**src/rtl/adder_word_sequencer.sv**
```systemverilog
// rtl/adder_word_sequencer.sv - multi-word add/sub sequencer for a shared external 16-bit adder
// Two requesters arbitrated round-robin; one 16-bit slice per cycle, LSW first, carry registered.
module adder_word_sequencer #(
   parameter int WORDS = 4,
   localparam int W = 16 * WORDS,
   localparam int IW = (WORDS > 1) ? $clog2(WORDS) : 1
) (
   input  logic          clk,
   input  logic          rst,
   input  logic          req0_valid_i,
   output logic          req0_ready_o,
   input  logic          req0_sub_i,
   input  logic [W-1:0]  req0_a_i,
   input  logic [W-1:0]  req0_b_i,
   input  logic          req1_valid_i,
   output logic          req1_ready_o,
   input  logic          req1_sub_i,
   input  logic [W-1:0]  req1_a_i,
   input  logic [W-1:0]  req1_b_i,
   output logic [15:0]   add_a_o,
   output logic [15:0]   add_b_o,
   output logic          add_cin_o,
   input  logic [15:0]   add_sum_i,
   input  logic          add_cout_i,
   output logic          resp_valid_o,
   input  logic          resp_ready_i,
   output logic          resp_id_o,
   output logic [W-1:0]  resp_sum_o,
   output logic          resp_cout_o,
   output logic          resp_ovf_o
);

   typedef enum logic [1:0] {IDLE, ADD, DONE} state_t;

   state_t                   state_q, state_d;
   logic                     rr_q, rr_d;
   logic                     carry_q, carry_d;
   logic [IW-1:0]            idx_q, idx_d;
   logic [WORDS-1:0][15:0]   a_q, a_d;
   logic [WORDS-1:0][15:0]   b_q, b_d;
   logic                     sub_q, sub_d;
   logic [WORDS-1:0][15:0]   sum_q, sum_d;
   logic                     cout_q, cout_d;
   logic                     ovf_q, ovf_d;
   logic                     id_q, id_d;
   logic                     gnt0, gnt1;

   always_ff @(posedge clk or posedge rst) begin
      if (rst) begin
         state_q <= IDLE;
         rr_q    <= 1'b0;
         carry_q <= 1'b0;
         idx_q   <= '0;
         a_q     <= '0;
         b_q     <= '0;
         sub_q   <= 1'b0;
         sum_q   <= '0;
         cout_q  <= 1'b0;
         ovf_q   <= 1'b0;
         id_q    <= 1'b0;
      end else begin
         state_q <= state_d;
         rr_q    <= rr_d;
         carry_q <= carry_d;
         idx_q   <= idx_d;
         a_q     <= a_d;
         b_q     <= b_d;
         sub_q   <= sub_d;
         sum_q   <= sum_d;
         cout_q  <= cout_d;
         ovf_q   <= ovf_d;
         id_q    <= id_d;
      end
   end

   always_comb begin
      state_d      = state_q;
      rr_d         = rr_q;
      carry_d      = carry_q;
      idx_d        = idx_q;
      a_d          = a_q;
      b_d          = b_q;
      sub_d        = sub_q;
      sum_d        = sum_q;
      cout_d       = cout_q;
      ovf_d        = ovf_q;
      id_d         = id_q;
      req0_ready_o = 1'b0;
      req1_ready_o = 1'b0;
      add_a_o      = '0;
      add_b_o      = '0;
      add_cin_o    = 1'b0;
      // rr_q names the requester that wins when both are valid
      gnt0 = req0_valid_i && (!req1_valid_i || !rr_q);
      gnt1 = req1_valid_i && (!req0_valid_i || rr_q);

      unique case (state_q)
         IDLE: begin
            if (gnt0 || gnt1) begin
               req0_ready_o = gnt0;
               req1_ready_o = gnt1;
               a_d          = gnt1 ? req1_a_i : req0_a_i;
               b_d          = gnt1 ? req1_b_i : req0_b_i;
               sub_d        = gnt1 ? req1_sub_i : req0_sub_i;
               carry_d      = gnt1 ? req1_sub_i : req0_sub_i;
               idx_d        = '0;
               id_d         = gnt1;
               rr_d         = !gnt1;
               state_d      = ADD;
            end
         end
         ADD: begin
            add_a_o        = a_q[idx_q];
            add_b_o        = b_q[idx_q] ^ {16{sub_q}};
            add_cin_o      = carry_q;
            sum_d[idx_q]   = add_sum_i;
            carry_d        = add_cout_i;
            idx_d          = idx_q + IW'(1);
            if (idx_q == IW'(WORDS - 1)) begin
               cout_d  = add_cout_i;
               ovf_d   = (add_a_o[15] == add_b_o[15]) && (add_sum_i[15] != add_a_o[15]);
               state_d = DONE;
            end
         end
         DONE: begin
            if (resp_ready_i) state_d = IDLE;
         end
         default: state_d = IDLE;
      endcase
   end

   assign resp_valid_o = (state_q == DONE);
   assign resp_id_o    = id_q;
   assign resp_sum_o   = sum_q;
   assign resp_cout_o  = cout_q;
   assign resp_ovf_o   = ovf_q;

endmodule
```
**config.mk**
```make
export PLATFORM = sky130hd
export DESIGN_NAME = adder_word_sequencer
export DESIGN_NICKNAME = d
export VERILOG_FILES = /design/src/rtl/adder_word_sequencer.sv
export SDC_FILE = /design/constraint.sdc
export NUM_CORES = 1
export LEC_CHECK = 0
export ABC_CLOCK_PERIOD_IN_PS = 8100
export CAP_MARGIN = 25
export CORE_AREA = 2 2 150 152
export DETAILED_ROUTE_END_ITERATION = 6
export DIE_AREA = 0 0 152 154
export GPL_ROUTABILITY_DRIVEN = 0
export PLACE_DENSITY = 0.81
export SYNTH_ARGS = -nofsm -noshare
export SYNTH_HDL_FRONTEND = slang
export SYNTH_SLANG_ARGS = --single-unit
```
**constraint.sdc**
```tcl
create_clock -name clk -period 8.1 [get_ports clk]
set_clock_uncertainty 0.2 [all_clocks]
set_input_delay 1.62 -clock clk [delete_from_list [all_inputs] [get_ports clk]]
set_output_delay 1.62 -clock clk [all_outputs]
set_load 0.005 [all_outputs]
```
==> results of run 1 <==
==> logic make-up after synthesis <==
kind of cell               count (synthesis)  synth area share [%]
DFF                                      202                 53.45
AOI/OAI and AO/OA                        139                 10.04
xor gates and xnor gates                  16                 1.561
muxes                                    135                 19.38
adders and majority gates                  4                0.5293
and+or+nand+nor                          272                 11.62
buffers and inverters                     69                 3.414
==> sequential cells by signal (all words and copies together) (netlist names), 2 cells and up <==
name	cells
a_q	64
b_q	64
state_q	2
resp_sum_o	64
idx_q	2
==> metal layers <==
layer	part of all wire, %	GRT usage, %
met1	41	31.81
met2	51	42.96
met3	5.0	3.805
met4	2.7	7.032
met5	0	0
==> worst max-delay path, cell delays in order <==
cell and delay, ns:
clkdlybuf4s50_1 0.55, a2111oi_4 0.41, buf_4 0.53, clkdlybuf4s50_1 0.61
==> final timing paths <==
path	startpoint	to	slack (ns)	cells after the start
worst max-delay path	req1_valid_i	req0_ready_o	2.52	4
worst min-delay path	b_q[60]	b_q[60]	0.27	2
worst max register to register	idx_q[0]	resp_ovf_o	5.03	5
worst min register to register	b_q[60]	b_q[60]	0.27	2
max in group asynchronous	rst	carry_q	4.98	4
min in group asynchronous	rst	resp_sum_o[36]	1.45	2
==> final cells by class <==
| class | count | area, sq um |
|---|---|---|
| Clock buffer | 30 | 630.6 |
| Clock inverter | 10 | 186.4 |
| Fill cell | 1646 | 7363 |
| Inverter | 7 | 33.78 |
| Multi-Input combinational cell | 566 | 4120 |
| Sequential cell | 202 | 5057 |
| Tap cell | 280 | 350.3 |
| Timing Repair Buffer | 392 | 3946 |
==> layout by cell type (no fill, tap or decap), types with 17 or more instances in the layout <==
| master | Yosys | layout |
|---|---|---|
| a22oi_1 | 91 | 91 |
| and2_1 | 17 | 17 |
| clkbuf_16 | 0 | 22 |
| clkdlybuf4s50_1 | 0 | 382 |
| dfrtp_1 | 202 | 200 |
| mux2_2 | 65 | 65 |
| mux2i_1 | 38 | 38 |
| mux4_2 | 32 | 32 |
| nand2_1 | 225 | 224 |
| nor2_1 | 18 | 18 |
| o21ai_0 | 38 | 38 |
==> where the power goes <==
group	total, W	switching [W]	internal (W)
Sequential	0.00186	0.000349	0.00151
Clock	0.00111	0.000407	0.000705
Combinational	0.00258	0.00109	0.00150
==> through the flow <==
step	setup slack (ns)	util (%)	area (sq um)	hold slack, ns	total power, W
6_report	2.521	66.05	14330	0.2739	0.005560
5_1_grt	2.420	66.05	14330	0.2984	0.005912
4_1_cts	2.540	65.85	14280	0.2753	0.005605
3_5_place_dp	2.548	62.09	13470	0.2601	0.004456
3_3_place_gp	2.574	61.96	13440	0.2527	0.004339
2_1_floorplan	0.7693	-	9457	0.2406	0.003196
==> impl_results.md, run 1 <==
- Ys flop type: dfrtp_1
- Core Region: 21690 sq um
- Synth cell count leaders: nand2_1, dfrtp_1, a22oi_1
- Slew @ Worst Pin: 1.057 ns
- Fin. max-slew vios: 0
- CTS tree: built
- Bufs on Longest Clock Path: 3
- Mapped Area: 9457 sq um
- Worst setup SP type: input pin
- Slew HR: 29.35%
- Largest net degree at the start of global routing: 125
- Crit Path Category: in2out
- IO buf count: ~380
- Worst path required time: 6.28 ns
- Share of layout cells above drive strength 1: 13.01%
- First-pass GRT wire length: 45.50 mm
- Routed WL per cell: 19.54 um
- Hold buffer count at cts: 0
- Vias after detailed routing: 7904
- Die X: 152 um
- Site Rows: 54
- Vias in the first global route: 8224
- Syn avg cell area: 11.30 sq um
- Post-CTS Resized: 0
- Worst skew pair latency: 0.51 ns
- Synth top area share: 53.45%
- FFs w/ async S/R, synth: 100.0%
- Initial DRC Count: 400
- CTS Buf Count: 22
- Area Overhead vs Synth: 51.48%
- Max rail drop VDD: 0.2206 mV
- Net Count, Synth: 1121
- Post-synth cell types: 32
- Hpwl dp: approximately 21 mm
- Hold Path Class: reg2reg
- Crit Path Max Fanout: 54
- Starting Density: 43.60%
- Main area contributors after synthesis: dfrtp_1, nand2_1, mux2_2, mux4_2, a22oi_1
- Post-synth EDFFs: 0
- DRC violations left: 0
- Seq/Total Area, Yosys: around 53%
- Final wirelength: around 29 mm
- Routed vias/inst: 5.315
- Placed insts: 1445
- Max-Cap Viols: 0
- Synth area leader: dfrtp_1
- Pleak: 6.331 nW
- RSZ-0062 raised after global routing: false
- # H-tree levels: 1
- Crit path DAT: 3.76 ns
- TritonCTS sink count: 202
- Cell Count, Final, Fillers Out: 1487
- # IOs: around 380
- Cells after Synth: roughly 840
- Root Buffer: clkbuf_16
- Power Density: 388.1 nW/um^2
- Count leader, synth: nand2_1
- Status: finished clean
- Reg clk slew, reported paths: 0.06 ns
- Yosys reg bits: slightly above 200
- Time the worst path needs with I/O delays and setup: 5.579 ns
- Setup TNS: 0 ns
- Period utilization: 68.88%
- GRT Residual Overflow: 0
- Initial antenna violation count: 0
- YS warnings: 0
- Nets: 1475
- Final setup fails: 0
- Die area: 23410 sq um
- Die Y: approximately 150 um
- ANT cells: 0
- Total GRT Usage: between 20% and 30%
- Crit end category: primary output
- Final Hold Viols: 0
- Detail Route Antenna Nets: 0
- Max Clk Rate: 179.2 MHz
- Setup bufs post-CTS: 0
- First-pass detailed-route iteration total: 4
Power figures use the tool's default switching activity.
==> run 2, diff against run 1 <==
==> config.mk (replaced) <==
export PLATFORM = sky130hd
export DESIGN_NAME = adder_word_sequencer
export DESIGN_NICKNAME = d
export VERILOG_FILES = /design/src/rtl/adder_word_sequencer.sv
export SDC_FILE = /design/constraint.sdc
export NUM_CORES = 1
export LEC_CHECK = 0
export ABC_CLOCK_PERIOD_IN_PS = 4800
export CAP_MARGIN = 25
export CORE_AREA = 2 2 157 159
export DETAILED_ROUTE_END_ITERATION = 6
export DIE_AREA = 0 0 159 161
export GPL_ROUTABILITY_DRIVEN = 0
export PLACE_DENSITY = 0.77
export SYNTH_ARGS = -nofsm -noshare
export SYNTH_HDL_FRONTEND = slang
export SYNTH_SLANG_ARGS = --single-unit
==> constraint.sdc (replaced) <==
create_clock -name clk -period 4.8 [get_ports clk]
set_clock_uncertainty 0.2 [all_clocks]
set_input_delay 0.96 -clock clk [delete_from_list [all_inputs] [get_ports clk]]
set_output_delay 0.96 -clock clk [all_outputs]
set_load 0.005 [all_outputs]
==> run 2 against run 1 <==
Effect of this change: setup slack lost 1.8 ns; sequential cell count is the same; combinational power grew 67%; clock-buffer cell count is the same; final area shrank 0.16%; sequential power grew 69%; clock power grew 55%; routed wire length shrank 2.6%; largest power group unchanged; highest routed layer unchanged.
==> impl_results.md, run 2 (synthesized netlist as in run 1, its figures left out) <==
- Worst path required time: 3.64 ns
- Hold Path Class: reg2reg
- Routed vias/inst: 5.036
- Bufs on Longest Clock Path: 3
- Most frequent cells in the layout: clkdlybuf4s50_1, nand2_1, dfrtp_1
- Max-Cap Viols: 0
- Initial antenna violation count: 0
- Core Region: 23960 sq um
- Fin. max-slew vios: 0
- TritonCTS sink count: 202
- Initial DRC Count: 380
- Worst setup SP type: register
- Area after DPL: 13540 sq um
- Crit Path Max Fanout: 17
- Reg2reg path depth: 5
- Crit Path Category: reg2out
- Area Overhead vs Synth: 51.24%
- Crit path DAT: 2.88 ns
- Commonest non-fill, non-tap cell in the layout: clkdlybuf4s50_1
- Hpwl dp: approximately 20 mm
- Slew HR: 26.82%
- Routing usage on met2: 38.00%
- Slowest stage delay, CP: 0.73 ns
- Max Clk Rate: around 250 MHz
- ANT cells: 0
- Slew @ Worst Pin: 1.098 ns
- GRT Residual Overflow: 0
- Site Rows: 57
- CTS Buf Count: 22
- Share of layout cells above drive strength 1: roughly an eighth
- Final wirelength: 28.29 mm
- Finished Cell Area: 14300 sq um
- Power Density: 642.3 nW/um^2
- Setup TNS: 0 ns
- Reg clk slew, reported paths: 0.06 ns
- First-pass detailed-route iteration total: 7
- Vias in the first global route: 8122
- Buf/Inv on CP: 2
- Worst skew pair latency: 0.50 ns
- DRC violations left: 0
- Starting Density: between 30% and 40%
- Nets: 1477
- # IOs: 383
- Crit end category: primary output
- Status: finished clean
- Crit. path cell count: 4
- Cells along the critical path: buf_4, mux4_2, and2_1, clkdlybuf4s50_1
- Final Total Pwr: approximately 0.0092 W
- Die Y: roughly 160 um
- Routed WL per cell: 18.47 um
- CTS tree: built
- Vias after detailed routing: 7715
- GR met1 Demand/Resource: 28.92%
- Largest net degree at the start of global routing: 203
- GR peak layer: met2
- Max rail drop VDD: around 0.4 mV
- Die area: 25600 sq um
- IO buf count: between 300 and 400
- Time the worst path needs with I/O delays and setup: 4.041 ns
- Period utilization: approximately 84%
- Crit path max-delay cell type: dfrtp_2
- Met3 usage: 4.212%
- Final Hold Viols: 0
- Hold path depth: 2
- First-pass GRT wire length: 44.73 mm
- # H-tree levels: 1
- Setup bufs post-CTS: 0
- Detail Route Antenna Nets: 0
- Root Buffer: clkbuf_16
- Die X: 159 um
- Total GRT Usage: approximately 22%
- Hold buffer count at cts: 0
- Final setup fails: 0
- Post-CTS Resized: 0
- Cell family with the largest share of critical-path delay: buffers and inverters
- RSZ-0062 raised after global routing: false
- Pleak: 6.293 nW
-- run 2: through the flow --
stage          instances  setup WS (ns)  hold WS, ns  utilization (%)
2_1_floorplan        837          1.024       0.2406                -
4_1_cts             1531         0.6520       0.2718            59.62
3_5_place_dp        1492         0.9252       0.2572            56.52
5_1_grt             1532         0.5950       0.2943            59.69
6_report            1532         0.7592       0.2680            59.69
3_3_place_gp        1492         0.9213       0.2534            56.52
-- run 2: final cells by class --
class                           instances  area [sq um]
Timing Repair Buffer                  394          3946
Tap cell                              324         405.4
Clock buffer                           30         641.9
Inverter                                7         30.03
Sequential cell                       202          5057
Clock inverter                          9         101.3
Multi-Input combinational cell        566          4120
Fill cell                            2039          9661
-- run 2: metal layers --
metal / routed length (um) / share of wire, %
met4: 706 / 2.5
met1: 11730 / 41
met2: 14030 / 50
met3: 1822 / 6.4
met5: 0 / 0
-- run 2: final timing paths --
path | start | end | slack [ns]
worst max register to register | state_q[0] | resp_ovf_o | 1.95
worst min register to register | b_q[52] | b_q[52] | 0.27
worst min-delay path | b_q[52] | b_q[52] | 0.27
max in group asynchronous | rst | idx_q[0] | 2.63
worst max-delay path | idx_q[0] | add_a_o[0] | 0.76
min in group asynchronous | rst | resp_sum_o[19] | 0.89
-- run 2: power by group --
group / total, W / switching [W] / leakage (nW) / internal (W)
Combinational: 0.00432 / 0.00178 / 3.47 / 0.00254
Clock: 0.00172 / 0.000678 / 0.368 / 0.00104
Sequential: 0.00314 / 0.000589 / 2.45 / 0.00255
-- run 2: worst register-to-register path, stage by stage, from the launching register on --
cell	delay, ns
dfrtp_1	0.48
nor2b_2	0.64
buf_4	0.27
nand2_1	0.58
nor4b_1	0.48
a211o_1	0.14
==> run 3, diff against run 2 <==
--- a/config.mk
+++ b/config.mk
@@ -5,7 +5,7 @@
 export SDC_FILE = /design/constraint.sdc
 export NUM_CORES = 1
 export LEC_CHECK = 0
-export ABC_CLOCK_PERIOD_IN_PS = 4800
+export ABC_CLOCK_PERIOD_IN_PS = 3300
 export CAP_MARGIN = 25
 export CORE_AREA = 2 2 157 159
 export DETAILED_ROUTE_END_ITERATION = 6
==> constraint.sdc (replaced) <==
create_clock -name clk -period 3.3 [get_ports clk]
set_clock_uncertainty 0.2 [all_clocks]
set_input_delay 0.66 -clock clk [delete_from_list [all_inputs] [get_ports clk]]
set_output_delay 0.66 -clock clk [all_outputs]
set_load 0.005 [all_outputs]
==> run 3 against run 2 <==
Effect of this change: hold slack about the same; register-to-register slack lost 0.92 ns; critical path depth unchanged; setup slack lost 0.67 ns; routed wire length increased by 2.0%; non-clock buffer count increased by 29; final cell count increased by 1.9%; final area grew 2.4%; first-iteration DRC count up 11%; sequential power up 41%; via count up 2.3%; combinational power rose by 53%; critical path type unchanged; largest cell class unchanged; largest power group unchanged; highest routed layer unchanged.
==> impl_results.md, run 3 (synthesized netlist as in run 1, its figures left out) <==
- Crit end category: primary output
- Slew HR: 63.18%
- Total GRT Usage: between 20% and 30%
- Period utilization: 97.15%
- Crit path DAT: 2.35 ns
- Worst path required time: between 2 and 2.5 ns
- Hold Path Class: reg2reg
- Most frequent cells in the layout: clkdlybuf4s50_1, nand2_1, dfrtp_1
- Routed vias/inst: 5.057
- Routed WL per cell: roughly 18 um
- CTS Buf Count: 22
- Hold buffer count at cts: 0
- Pleak: 6.553 nW
- Vias after detailed routing: 7894
- Slew @ Worst Pin: 0.5511 ns
- Die area: 25600 sq um
- RSZ-0062 raised after global routing: false
- Detail Route Antenna Nets: 0
- Crit Path Category: reg2out
- Initial DRC Count: about 420
- Max Clk Rate: 311.9 MHz
- DRC violations left: 0
- Worst skew pair latency: 0.50 ns
- Root Buffer: clkbuf_16
- Commonest non-fill, non-tap cell in the layout: clkdlybuf4s50_1
- Core Region: 23960 sq um
- Final wirelength: 28.84 mm
- Fin. max-slew vios: 0
- Final hold slack: 0.2680 ns
- Nets: 1506
- Worst setup SP type: register
- Crit Path Max Fanout: 5
- FILL cells: roughly 2000
- Status: finished clean
- # H-tree levels: 1
- Time the worst path needs with I/O delays and setup: 3.206 ns
- Multi-input gate area: just over 4000 sq um
- First-pass GRT wire length: 45.97 mm
- Final setup fails: 0
- Reg clk slew, reported paths: around 0.060 ns
- # IOs: roughly 380
- Max rail drop VDD: 0.4589 mV
- Starting Density: between 30% and 40%
- Bufs on Longest Clock Path: 3
- Die Y: 161 um
- ANT cells: 0
- Final Hold Viols: 0
- TritonCTS sink count: approximately 200
- Site Rows: 57
- Initial antenna violation count: 0
- Area Overhead vs Synth: 54.86%
- CTS tree: built
- Max-Cap Viols: 0
- Vias in the first global route: 8295
- Placed insts: ~1500
- First-pass detailed-route iteration total: 5
- Power Density: slightly above 900 nW/um^2
- Cell Count, Final, Fillers Out: between 1500 and 2000
- GRT Residual Overflow: 0
- Register Area: 5060 sq um
- IO buf count: 382
- Largest net degree at the start of global routing: 94
- Die X: around 160 um
- Hpwl dp: about 21 mm
- Share of layout cells above drive strength 1: 15.04%
==> run 3: cell types whose count changed in the layout (fill, tap and decap cells not counted), sizes merged <==
cell / change
buf: +29
bufinv: -1
clkbuf: +3
clkdlybuf4s50: -16
clkinv: -2
dlygate4sd2: +13
dlymetal6s2s: +3
==> run 3: critical path, cell delays in order, from the launching register on <==
cell and delay (ns):
dfrtp_2 0.43, mux4_2 0.52, xnor2_1 0.15, nor2_2 0.18, clkdlybuf4s50_1 0.57
==> run 3: final cells by class <==
class | instances | share of cell area (%)
repair buffers | 423 | 29.40
well taps | 324 | 2.768
inverters | 7 | 0.2051
clock inverters | 6 | 0.3930
flip-flops and latches | 202 | 34.55
multi-input cells | 566 | 28.15
clock buffers | 33 | 4.528
==> run 3: through the flow <==
stage / setup slack [ns] / TNS (ns) / total power (W) / util (%) / instance area (sq um)
2_1_floorplan: -0.1763 / -35.61 / 0.007845 / - / 9460
3_3_place_gp: 0.1649 / 0 / 0.01091 / 57.51 / 13780
3_5_place_dp: 0.1716 / 0 / 0.01113 / 57.51 / 13780
4_1_cts: -0.04882 / -0.1366 / 0.01360 / 60.83 / 14580
5_1_grt: 0.0005309 / 0 / 0.01442 / 61.11 / 14640
6_report: 0.09389 / 0 / 0.01347 / 61.11 / 14640
==> run 3: power breakdown <==
group	internal (W)	total (W)	switching (W)
registers	0.00372	0.00444	0.000713
logic	0.00381	0.00661	0.00280
clock network	0.00146	0.00243	0.000965
==> run 3: what timing repair did <==
item | 4_1_cts | 5_1_grt
gates cloned | 0 | 0
setup endpoints to repair | 32 | 17
buffers inserted | 8 | 7
resized for setup | 15 | 5
==> run 3: routing by layer <==
layer | global-route usage [%] | part of all wire [%] | up-vias
met3 | 3.647 | 5.4 | 42
li1 | - | - | 3701
met1 | 29.45 | 41 | 3869
met5 | 0 | 0 | -
met4 | 6.364 | 2.6 | 0
met2 | 39.62 | 51 | 282
==> run 3: worst paths after layout <==
kind	start	to	slack, ns	depth (start not counted)
max	idx_q[0]	add_b_o[13]	0.09	4
min	a_q[60]	a_q[60]	0.27	2
max reg2reg	idx_q[1]	resp_ovf_o	1.03	7
min reg2reg	a_q[60]	a_q[60]	0.27	2
max in group asynchronous	rst	idx_q[0]	1.80	3
min in group asynchronous	rst	a_q[21]	0.36	2
